$ cat config.mk
export PLATFORM = sky130hd
export DESIGN_NAME = dcache_ctrl_flat
export DESIGN_NICKNAME = d
export VERILOG_FILES = /design/src/rtl/dcache_ctrl_if.sv /design/src/rtl/dcache_ctrl.sv /design/src/flat_wrapper.sv
export SDC_FILE = /design/constraint.sdc
export NUM_CORES = 2
export LEC_CHECK = 0
export ABC_AREA = 1
export CORE_ASPECT_RATIO = 1.75
export CORE_UTILIZATION = 61
export CTS_CLUSTER_SIZE = 30
export DETAILED_ROUTE_END_ITERATION = 6
export PLACE_DENSITY_LB_ADDON = 0.08
export SYNTH_ARGS = -nofsm -noshare
export SYNTH_HDL_FRONTEND = slang
export SYNTH_SLANG_ARGS = --single-unit
$ cat constraint.sdc
create_clock -name clk_i -period 7 [get_ports clk_i]
set_input_delay 1.4 -clock clk_i [delete_from_list [all_inputs] [get_ports clk_i]]
set_output_delay 1.4 -clock clk_i [all_outputs]
set_load 0.03 [all_outputs]
$ cat src/rtl/dcache_ctrl_if.sv
// CPU data port and main-memory port of the data cache.
// The cache uses the slave view; the CPU/memory side uses the master view.
interface dcache_ctrl_if;
    logic        cpu_read_i;
    logic        cpu_write_i;
    logic [31:0] cpu_addr_i;
    logic [31:0] cpu_wdata_i;
    logic [31:0] cpu_rdata_o;
    logic        cpu_stall_o;
    logic        mem_req_o;
    logic        mem_we_o;
    logic [31:0] mem_addr_o;
    logic [31:0] mem_wdata_o;
    logic        mem_ack_i;
    logic [31:0] mem_rdata_i;

    modport slave (
        input  cpu_read_i,
        input  cpu_write_i,
        input  cpu_addr_i,
        input  cpu_wdata_i,
        output cpu_rdata_o,
        output cpu_stall_o,
        output mem_req_o,
        output mem_we_o,
        output mem_addr_o,
        output mem_wdata_o,
        input  mem_ack_i,
        input  mem_rdata_i
    );

    modport master (
        output cpu_read_i,
        output cpu_write_i,
        output cpu_addr_i,
        output cpu_wdata_i,
        input  cpu_rdata_o,
        input  cpu_stall_o,
        input  mem_req_o,
        input  mem_we_o,
        input  mem_addr_o,
        input  mem_wdata_o,
        output mem_ack_i,
        output mem_rdata_i
    );
endinterface

$ cat src/rtl/dcache_ctrl.sv
// Direct-mapped write-through, no-write-allocate data cache controller.
// 4-word lines refilled word by word over a handshaked memory port.
module dcache_ctrl #(
    parameter int INDEX_BITS = 4
) (
    input  logic         clk_i,
    input  logic         rst_i,
    dcache_ctrl_if.slave bus,
    output logic [31:0]  hit_count_o,
    output logic [31:0]  miss_count_o
);
    localparam int NLINES   = 1 << INDEX_BITS;
    localparam int TAG_BITS = 28 - INDEX_BITS;

    typedef enum logic [1:0] {
        S_IDLE,
        S_REFILL,
        S_WRITE,
        S_WDONE
    } state_t;

    state_t                r_state;
    logic [NLINES-1:0]     r_valid;
    logic [TAG_BITS-1:0]   r_tag  [NLINES];
    logic [31:0]           r_data [NLINES][4];
    logic [1:0]            r_cnt;
    logic                  r_just_refilled;
    logic [INDEX_BITS-1:0] r_ref_idx;
    logic [TAG_BITS-1:0]   r_ref_tag;
    logic                  r_mem_req;
    logic                  r_mem_we;
    logic [31:0]           r_mem_addr;
    logic [31:0]           r_mem_wdata;
    logic [31:0]           r_hits;
    logic [31:0]           r_misses;

    logic [1:0]            w_off;
    logic [INDEX_BITS-1:0] w_idx;
    logic [TAG_BITS-1:0]   w_tag;
    logic                  w_hit;
    logic [31:0]           w_word;
    logic                  w_ack;
    logic                  w_stall;
    logic                  w_unused_addr;

    assign w_off  = bus.cpu_addr_i[3:2];
    assign w_idx  = bus.cpu_addr_i[INDEX_BITS+3:4];
    assign w_tag  = bus.cpu_addr_i[31:INDEX_BITS+4];
    assign w_hit  = r_valid[w_idx] && (r_tag[w_idx] == w_tag);
    assign w_word = r_data[w_idx][w_off];
    // An ack only counts while a transaction is actually outstanding.
    assign w_ack  = bus.mem_ack_i & r_mem_req;
    assign w_unused_addr = ^bus.cpu_addr_i[1:0];

    // Stall decode: only an IDLE hit or the WDONE cycle lets the CPU go.
    always_comb begin
        w_stall = 1'b0;
        unique case (r_state)
            S_IDLE:   w_stall = (bus.cpu_read_i & ~w_hit) | bus.cpu_write_i;
            S_REFILL: w_stall = 1'b1;
            S_WRITE:  w_stall = 1'b1;
            S_WDONE:  w_stall = 1'b0;
            default:  w_stall = 1'b0;
        endcase
    end

    assign bus.cpu_stall_o = w_stall;
    assign bus.cpu_rdata_o = (bus.cpu_read_i && w_hit) ? w_word : 32'h0;
    assign bus.mem_req_o   = r_mem_req;
    assign bus.mem_we_o    = r_mem_we;
    assign bus.mem_addr_o  = r_mem_addr;
    assign bus.mem_wdata_o = r_mem_wdata;
    assign hit_count_o     = r_hits;
    assign miss_count_o    = r_misses;

    // Control FSM, valid bits, memory request registers and counters.
    always_ff @(posedge clk_i) begin
        if (rst_i) begin
            r_state         <= S_IDLE;
            r_valid         <= '0;
            r_cnt           <= 2'd0;
            r_just_refilled <= 1'b0;
            r_ref_idx       <= '0;
            r_ref_tag       <= '0;
            r_mem_req       <= 1'b0;
            r_mem_we        <= 1'b0;
            r_mem_addr      <= 32'h0;
            r_mem_wdata     <= 32'h0;
            r_hits          <= 32'h0;
            r_misses        <= 32'h0;
        end else begin
            unique case (r_state)
                S_IDLE: begin
                    r_just_refilled <= 1'b0;
                    if (bus.cpu_write_i) begin
                        r_state     <= S_WRITE;
                        r_mem_req   <= 1'b1;
                        r_mem_we    <= 1'b1;
                        r_mem_addr  <= {bus.cpu_addr_i[31:2], 2'b00};
                        r_mem_wdata <= bus.cpu_wdata_i;
                    end else if (bus.cpu_read_i && !w_hit) begin
                        r_state        <= S_REFILL;
                        r_cnt          <= 2'd0;
                        r_mem_req      <= 1'b1;
                        r_mem_we       <= 1'b0;
                        r_mem_addr     <= {bus.cpu_addr_i[31:4], 4'b0000};
                        r_valid[w_idx] <= 1'b0;
                        r_ref_idx      <= w_idx;
                        r_ref_tag      <= w_tag;
                        r_misses       <= r_misses + 32'd1;
                    end else if (bus.cpu_read_i && !r_just_refilled) begin
                        r_hits <= r_hits + 32'd1;
                    end
                end
                S_REFILL: begin
                    if (w_ack) begin
                        r_cnt <= r_cnt + 2'd1;
                        if (r_cnt == 2'd3) begin
                            r_valid[r_ref_idx] <= 1'b1;
                            r_mem_req          <= 1'b0;
                            r_just_refilled    <= 1'b1;
                            r_state            <= S_IDLE;
                        end else begin
                            r_mem_addr <= r_mem_addr + 32'd4;
                        end
                    end
                end
                S_WRITE: begin
                    if (w_ack) begin
                        r_mem_req <= 1'b0;
                        r_mem_we  <= 1'b0;
                        r_state   <= S_WDONE;
                    end
                end
                S_WDONE: begin
                    r_state <= S_IDLE;
                end
                default: begin
                    r_state <= S_IDLE;
                end
            endcase
        end
    end

    // Data and tag arrays: refill fill-in and write-through hit update.
    always_ff @(posedge clk_i) begin
        if (!rst_i) begin
            if (r_state == S_REFILL && w_ack) begin
                r_data[r_ref_idx][r_cnt] <= bus.mem_rdata_i;
                if (r_cnt == 2'd3) begin
                    r_tag[r_ref_idx] <= r_ref_tag;
                end
            end
            if (r_state == S_WRITE && w_ack && w_hit) begin
                r_data[w_idx][w_off] <= bus.cpu_wdata_i;
            end
        end
    end
endmodule

$ cat src/flat_wrapper.sv
// flat-port wrapper written by rule: the top's interface ports become plain ports
module dcache_ctrl_flat 
#(
    parameter int INDEX_BITS = 4
)
  (clk_i, rst_i, hit_count_o, miss_count_o, bus_cpu_read_i, bus_cpu_write_i, bus_cpu_addr_i, bus_cpu_wdata_i, bus_cpu_rdata_o, bus_cpu_stall_o, bus_mem_req_o, bus_mem_we_o, bus_mem_addr_o, bus_mem_wdata_o, bus_mem_ack_i, bus_mem_rdata_i);
  dcache_ctrl_if bus_i ();
  input  logic clk_i;
  input  logic rst_i;
  output logic [31:0] hit_count_o;
  output logic [31:0] miss_count_o;
  input wire logic [$bits(bus_i.cpu_read_i)-1:0] bus_cpu_read_i;
  input wire logic [$bits(bus_i.cpu_write_i)-1:0] bus_cpu_write_i;
  input wire logic [$bits(bus_i.cpu_addr_i)-1:0] bus_cpu_addr_i;
  input wire logic [$bits(bus_i.cpu_wdata_i)-1:0] bus_cpu_wdata_i;
  output wire logic [$bits(bus_i.cpu_rdata_o)-1:0] bus_cpu_rdata_o;
  output wire logic [$bits(bus_i.cpu_stall_o)-1:0] bus_cpu_stall_o;
  output wire logic [$bits(bus_i.mem_req_o)-1:0] bus_mem_req_o;
  output wire logic [$bits(bus_i.mem_we_o)-1:0] bus_mem_we_o;
  output wire logic [$bits(bus_i.mem_addr_o)-1:0] bus_mem_addr_o;
  output wire logic [$bits(bus_i.mem_wdata_o)-1:0] bus_mem_wdata_o;
  input wire logic [$bits(bus_i.mem_ack_i)-1:0] bus_mem_ack_i;
  input wire logic [$bits(bus_i.mem_rdata_i)-1:0] bus_mem_rdata_i;
  assign bus_i.cpu_read_i = bus_cpu_read_i;
  assign bus_i.cpu_write_i = bus_cpu_write_i;
  assign bus_i.cpu_addr_i = bus_cpu_addr_i;
  assign bus_i.cpu_wdata_i = bus_cpu_wdata_i;
  assign bus_cpu_rdata_o = bus_i.cpu_rdata_o;
  assign bus_cpu_stall_o = bus_i.cpu_stall_o;
  assign bus_mem_req_o = bus_i.mem_req_o;
  assign bus_mem_we_o = bus_i.mem_we_o;
  assign bus_mem_addr_o = bus_i.mem_addr_o;
  assign bus_mem_wdata_o = bus_i.mem_wdata_o;
  assign bus_i.mem_ack_i = bus_mem_ack_i;
  assign bus_i.mem_rdata_i = bus_mem_rdata_i;
  dcache_ctrl #(.INDEX_BITS(INDEX_BITS)) u_core (.clk_i(clk_i), .rst_i(rst_i), .bus(bus_i), .hit_count_o(hit_count_o), .miss_count_o(miss_count_o));
endmodule
Word-level counts from Yosys, hierarchy flattened:

Memory sizes are Yosys's and may differ from the RTL's.
Cells that the tools add are included.

* bits in registers: 179
* memory bits (writable): 2432
* bits of input ports: 101
* output and inout port bits: 163
* logic and storage cells: 138
* memories: 2

* add/sub/neg operators: 4
* magnitude comparators: 8
* equal/unequal tests: 12
* muxes and demuxes: 60
* bitwise logic cells: 11
* reduce and logical (&&, ||, !) cells: 29

Memories
* u_core.r_data: words 16, width 128, read ports 1, clocked after Yosys merged registers in 0, write ports 1, line dcache_ctrl.sv:25 `logic [31:0] r_data [NLINES][4];`
* u_core.r_tag: words 16, width 24, read ports 1, clocked after Yosys merged registers in 0, write ports 1, line dcache_ctrl.sv:24 `logic [TAG_BITS-1:0] r_tag [NLINES];`

Operators by type and width (count)
* 128-bit two-way mux: 4
* 32-bit two-way mux: 9
* 32-bit demux with 2-bit select: 2
* 128-bit OR reduction: 1
* 32-bit by 1-bit adder with 32-bit output (second input constant): 2
* 32-bit binary-select mux with 2-bit select: 1
* 16-bit two-way mux: 4
* 32-bit case mux with 2 select lines: 1
* 32-bit by 3-bit adder with 32-bit output (second input constant): 1
* 16-bit case mux with 2 select lines: 1
* 24-bit equality test: 1
* 1-bit two-way mux: 20
* 16-bit AND: 1
* 2-bit two-way mux: 8
* 16-bit inverter: 1
* 16-bit bitwise OR: 1
* 4-bit AND reduction: 4
* 1-bit logical AND: 11
* 4-bit by 5-bit < comparator with 1-bit output (second input constant): 2
* 5-bit AND reduction: 2
* 3-bit AND reduction: 3
* 1-bit demux with 4-bit select: 2
* 4-bit by 1-bit greater-or-equal comparator with 1-bit output (second input constant): 2
* 2-bit case mux with 4 select lines: 1
* 23 further kinds: 39

Logic depth before layout (Yosys ltp):

* word-level depth: 9
* mapped depth: 25
* depth with buffers taken out: 22

Worst setup path before layout:

No wires, ideal clock.

* kind: in2out
* start: input port bus_cpu_addr_i[4]
* end: output port bus_cpu_rdata_o[0]
* arrival time: 4144 ps
* required time: 5600 ps
* setup slack: 1456 ps
* stages on the path: 12
* path buffers: 6
* cell sequence: buf_6 > inv_4 > buf_6 > buf_6 > nand2_2 > clkbuf_1 > clkbuf_1 > buf_1 > o22ai_1 > o21ai_0 > a41oi_1 > nor4_1

* cells in the longest elaborated chain, start to end: 5
* elaborated cells between the ends (all ways): 11
* those cells by class: eq/ne (1); mux (6); reduce/logical (2); memory (2)

RTL lines
* from (decl): line flat_wrapper.sv:14 `input wire logic [$bits(bus_i.cpu_addr_i)-1:0] bus_cpu_addr_i;`
* memory 16 x 24 bit (tied with other cells)
* 24-bit equality test (tied with other cells): line dcache_ctrl.sv:49 `assign w_hit = r_valid[w_idx] && (r_tag[w_idx] == w_tag);`
* 1-bit logical AND / 32-bit two-way mux (equally long branches): line dcache_ctrl.sv:49, dcache_ctrl.sv:50
* 1-bit logical AND / 32-bit two-way mux (equally long branches): line dcache_ctrl.sv:68, dcache_ctrl.sv:50
* 32-bit two-way mux *: line dcache_ctrl.sv:68 `assign bus.cpu_rdata_o = (bus.cpu_read_i && w_hit) ? w_word : 32'h0;`
* to (decl): line flat_wrapper.sv:16 `output wire logic [$bits(bus_i.cpu_rdata_o)-1:0] bus_cpu_rdata_o;`

Mark *: on every way between the ends. The rest lies on a longest branch, timed or not. The select of a mux whose other input is x is not followed.

Worst setup path after layout:

* start: input port bus_cpu_addr_i[7]
* end: output port bus_cpu_rdata_o[11]

Same word-level chain as after synthesis.

==> results.yml <==
outcome:
  outcome: "finished with violations"
  violations: "design-rule violations"
timing:
  max-slew-margin-rel_pct: 10.6
  worst_pin_slew_ns: 1.33
  finalSetupTns_ns: 0
  drv_slew: 0
  clock.fmax_mhz: 146
  finalCritPeriodShare_pct: 97.9
  setup_viol: 0
  period_needed_ns: 6.85
  fin_skew_ns: 0.0599
  rsz0062_at_grt: "no"
  finalHoldViolCount: 0
power:
  p_leak_nw: 37.0
  powerDensity_mw_per_mm2: 285
  vdd_drop_max_mv: 0.359
worst_setup_path:
  cp-end-kind: "primary output"
  crit_end: "bus_cpu_rdata_o[11]"
  critPathLaunch: "bus_cpu_addr_i[7]"
  critical_path.most_common_cell: "nand2_1"
  rr_startpoint: "u_core.r_tag[3][22]$_DFFE_PP_"
  cp.arrival_ns: 5.45
  r2r_end: "u_core.r_data[12][103]$_DFFE_PP_"
  worstPathCellList: "clkdlybuf4s50_1 -> nand2_1 -> inv_6 -> buf_4 -> nand2_1 -> nand2_1 -> o21ai_0 -> nand2_1 -> nand2_1 -> nor2_1 -> nand2_1 -> nor2_4 -> nand2_1 -> nor2_1 -> inv_2 -> buf_4 -> nor4_1 -> buf_4 -> buf_12"
  cp.required_ns: 5.60
  cp_max_fo: 28
  r2r_cells: 18
  critical_path_class: "in2out"
  r2r_slack_ns: 2.53
  cp_slowest_cell: "clkdlybuf4s50_1"
  start_kind: "input port"
  critPathMaxStageDelay_ns: 0.70
logic_synthesis:
  yosysTopAreaCellShare_pct: 73.2
  ys_async_sr_fraction_pct: 0
  synth-seq-cells: 2609
  syn_area_per_cell_um2: 13.6
  syn_inst: 7344
  synth_area_mm2: 0.0997
  yosysSeqAreaShare_pct: 76.8
  synth_top_cell_by_area: "edfxtp_1"
  synthTopCellsByArea: "edfxtp_1 73%, o22ai_1 6.2%, nand2_1 5.0%"
  yosys_warnings: 0
  yosysUniqueCellTypes: 49
  synth_ff_type: "edfxtp_1"
  synth_enable_flop_cells: 2432
clock_tree:
  clk_pin_slew_worst_paths_ns: 0.07
  clock_latency_ns: 0.88
  cts.sinks: 2609
  root_buffer: "clkbuf_16"
  clockBufferDepth: 4
  cts_tree: "yes"
  cts_buffers: 221
  cts_max_level: 4
floorplanning:
  core_region_area_mm2: 0.163
  fp.dieH_um: 537
  io_pins: 264
  chipWidth_um: 308
  dieArea_mm2: 0.165
  initial_core_util_pct: 61.3
  num_rows: 196
placed_design:
  dpl.hpwl_um: 179000
  place_area_mm2: 0.107
  portBuffers: 259
  place_inst: 9630
  gp_congestion: 0.955
cells_and_area:
  final_cell_mix: "2432 x edfxtp_1, 1315 x nand2_1, 992 x o22ai_1"
  fin_area_mm2: 0.114
  drive_above_1_share_pct: 9.86
  fin_cells: 10000
  num-nets-final: 7786
  syn2layout_area_growth_pct: 14.4
  fillers: 11000
  final_util_pct: 70.2
  final_common_cell: "edfxtp_1"
global_routing:
  antenna_found_initial: 7
  grt_overflow: 0
  track_usage_pct: 36.8
  grt_pass1_vias: 64000
  grt_pass1_wl_um: 433000
  grt_max_degree: 160
worst_hold_path:
  hp-class: "reg2reg"
  worstHoldStart: "u_core.bus.mem_we_o$_SDFFE_PP0P_"
run:
  maxCapViolCount: 0
route:
  drc: 1
  wirelength_um: 308000
  wire_per_inst_um: 30.7
  vias: 66900
  drt-initial-drc-count: 8873
  first_pass_iters: 7
  detail-route-antenna-nets: 0
  via_per_inst: 6.66
[through the flow]
stage | power (mW) | setup slack, ns | hold slack (ns)
3_3_place_gp | 20.7 | 0.213 | 0.453
6_report | 32.5 | 0.148 | 0.476
2_1_floorplan | 19.5 | 1.46 | 0.452
4_1_cts | 32.5 | 0.201 | 0.475
5_1_grt | 33.3 | 0.0333 | 0.508
3_5_place_dp | 20.7 | 0.228 | 0.463
[cell families after synthesis]
| logic type | Yosys count | synth area share [%] |
|---|---|---|
| compound gates | 1973 | 11.7 |
| xor+xnor | 59 | 0.518 |
| fa+ha+maj | 10 | 0.125 |
| buf+inv | 608 | 2.42 |
| flops | 2609 | 76.8 |
| other cells | 1 | 0.00376 |
| simple gates | 2084 | 8.49 |
[what timing repair did]
action                     CTS  global route
hold buffers                 0             0
resized for setup            0             1
buffers inserted             0             0
setup endpoints to repair    0             2
[final cells by class]
cell class | count | area (µm²) | area share, %
Tap cell | 2178 | 2730 | 2.39
Multi-Input combinational cell | 4128 | 21500 | 18.8
Inverter | 166 | 636 | 0.557
Clock inverter | 121 | 1100 | 0.961
Sequential cell | 2609 | 76600 | 67.1
Clock buffer | 279 | 5850 | 5.13
Antenna cell | 6 | 15.0 | 0.0132
Timing Repair Buffer | 549 | 5720 | 5.01
[worst max-delay path, delay by kind of cell]
kind	cells	cell delay [ns]
AO/OA/AOI/OAI	1	0.09
AND/OR/NAND/NOR	11	1.53
buffers and inverters	7	2.34
[synth_stat cells, types with 3 or more instances]
cell / count
a2111o_1: 6
a21oi_1: 186
a22o_1: 4
a22oi_1: 18
a31oi_1: 17
a31oi_2: 3
a41o_1: 3
a41oi_1: 77
and3_1: 4
buf_1: 37
buf_2: 75
buf_6: 3
clkbuf_1: 325
clkinv_1: 8
dfxtp_1: 177
edfxtp_1: 2432
ha_1: 10
inv_1: 152
inv_2: 4
nand2_1: 1333
nand2_2: 3
nand3_1: 148
nand4_1: 80
nor2_1: 414
nor2_2: 8
nor2_4: 3
nor3_1: 51
nor3b_1: 5
nor4_1: 28
o2111a_1: 3
o211ai_1: 3
o21ai_0: 629
o21ai_1: 22
o21bai_1: 5
o22ai_1: 992
xnor2_1: 14
xor2_1: 45
[sequential cells by signal, summed over array words and instances, names as in the netlist]
signal                  count
u_core.miss_count_o        32
u_core.bus.mem_wdata_o     32
u_core.bus.mem_we_o         1
u_core.r_data            2048
u_core.r_valid             16
u_core.r_tag              384
u_core.hit_count_o         32
u_core.r_just_refilled      1
u_core.bus.mem_addr_o      30
u_core.bus.mem_req_o        1
u_core.r_ref_idx            4
u_core.r_state              2
u_core.r_ref_tag           24
u_core.r_cnt                2
[worst min path at each step]
stage / to / cells past startpoint / slack [ns]
floorplan: u_core.r_valid[6]$_SDFFE_PP0P_ / 2 / 0.45
global placement: u_core.bus.mem_we_o$_SDFFE_PP0P_ / 2 / 0.45
detailed placement: u_core.bus.mem_we_o$_SDFFE_PP0P_ / 2 / 0.46
CTS: u_core.bus.mem_we_o$_SDFFE_PP0P_ / 2 / 0.47
global route: u_core.r_valid[7]$_SDFFE_PP0P_ / 2 / 0.51
finish: u_core.bus.mem_we_o$_SDFFE_PP0P_ / 2 / 0.48
[power breakdown]
group          internal [mW]  leakage [nW]  switching [mW]
clock                   6.61          3.39            5.44
sequential              17.3          23.4           0.251
combinational          0.832          10.3            2.08
total                   24.7          37.0            7.77
[layer usage]
metal	global-route usage, %	share of wire [%]	up-vias
li1	-	-	28500
met1	42.2	32	32900
met2	62.3	50	4220
met3	6.13	9.3	1142
met4	27.2	8.5	2
met5	0	0.0045	-
No activity file was read; power rests on OpenSTA's default activity.
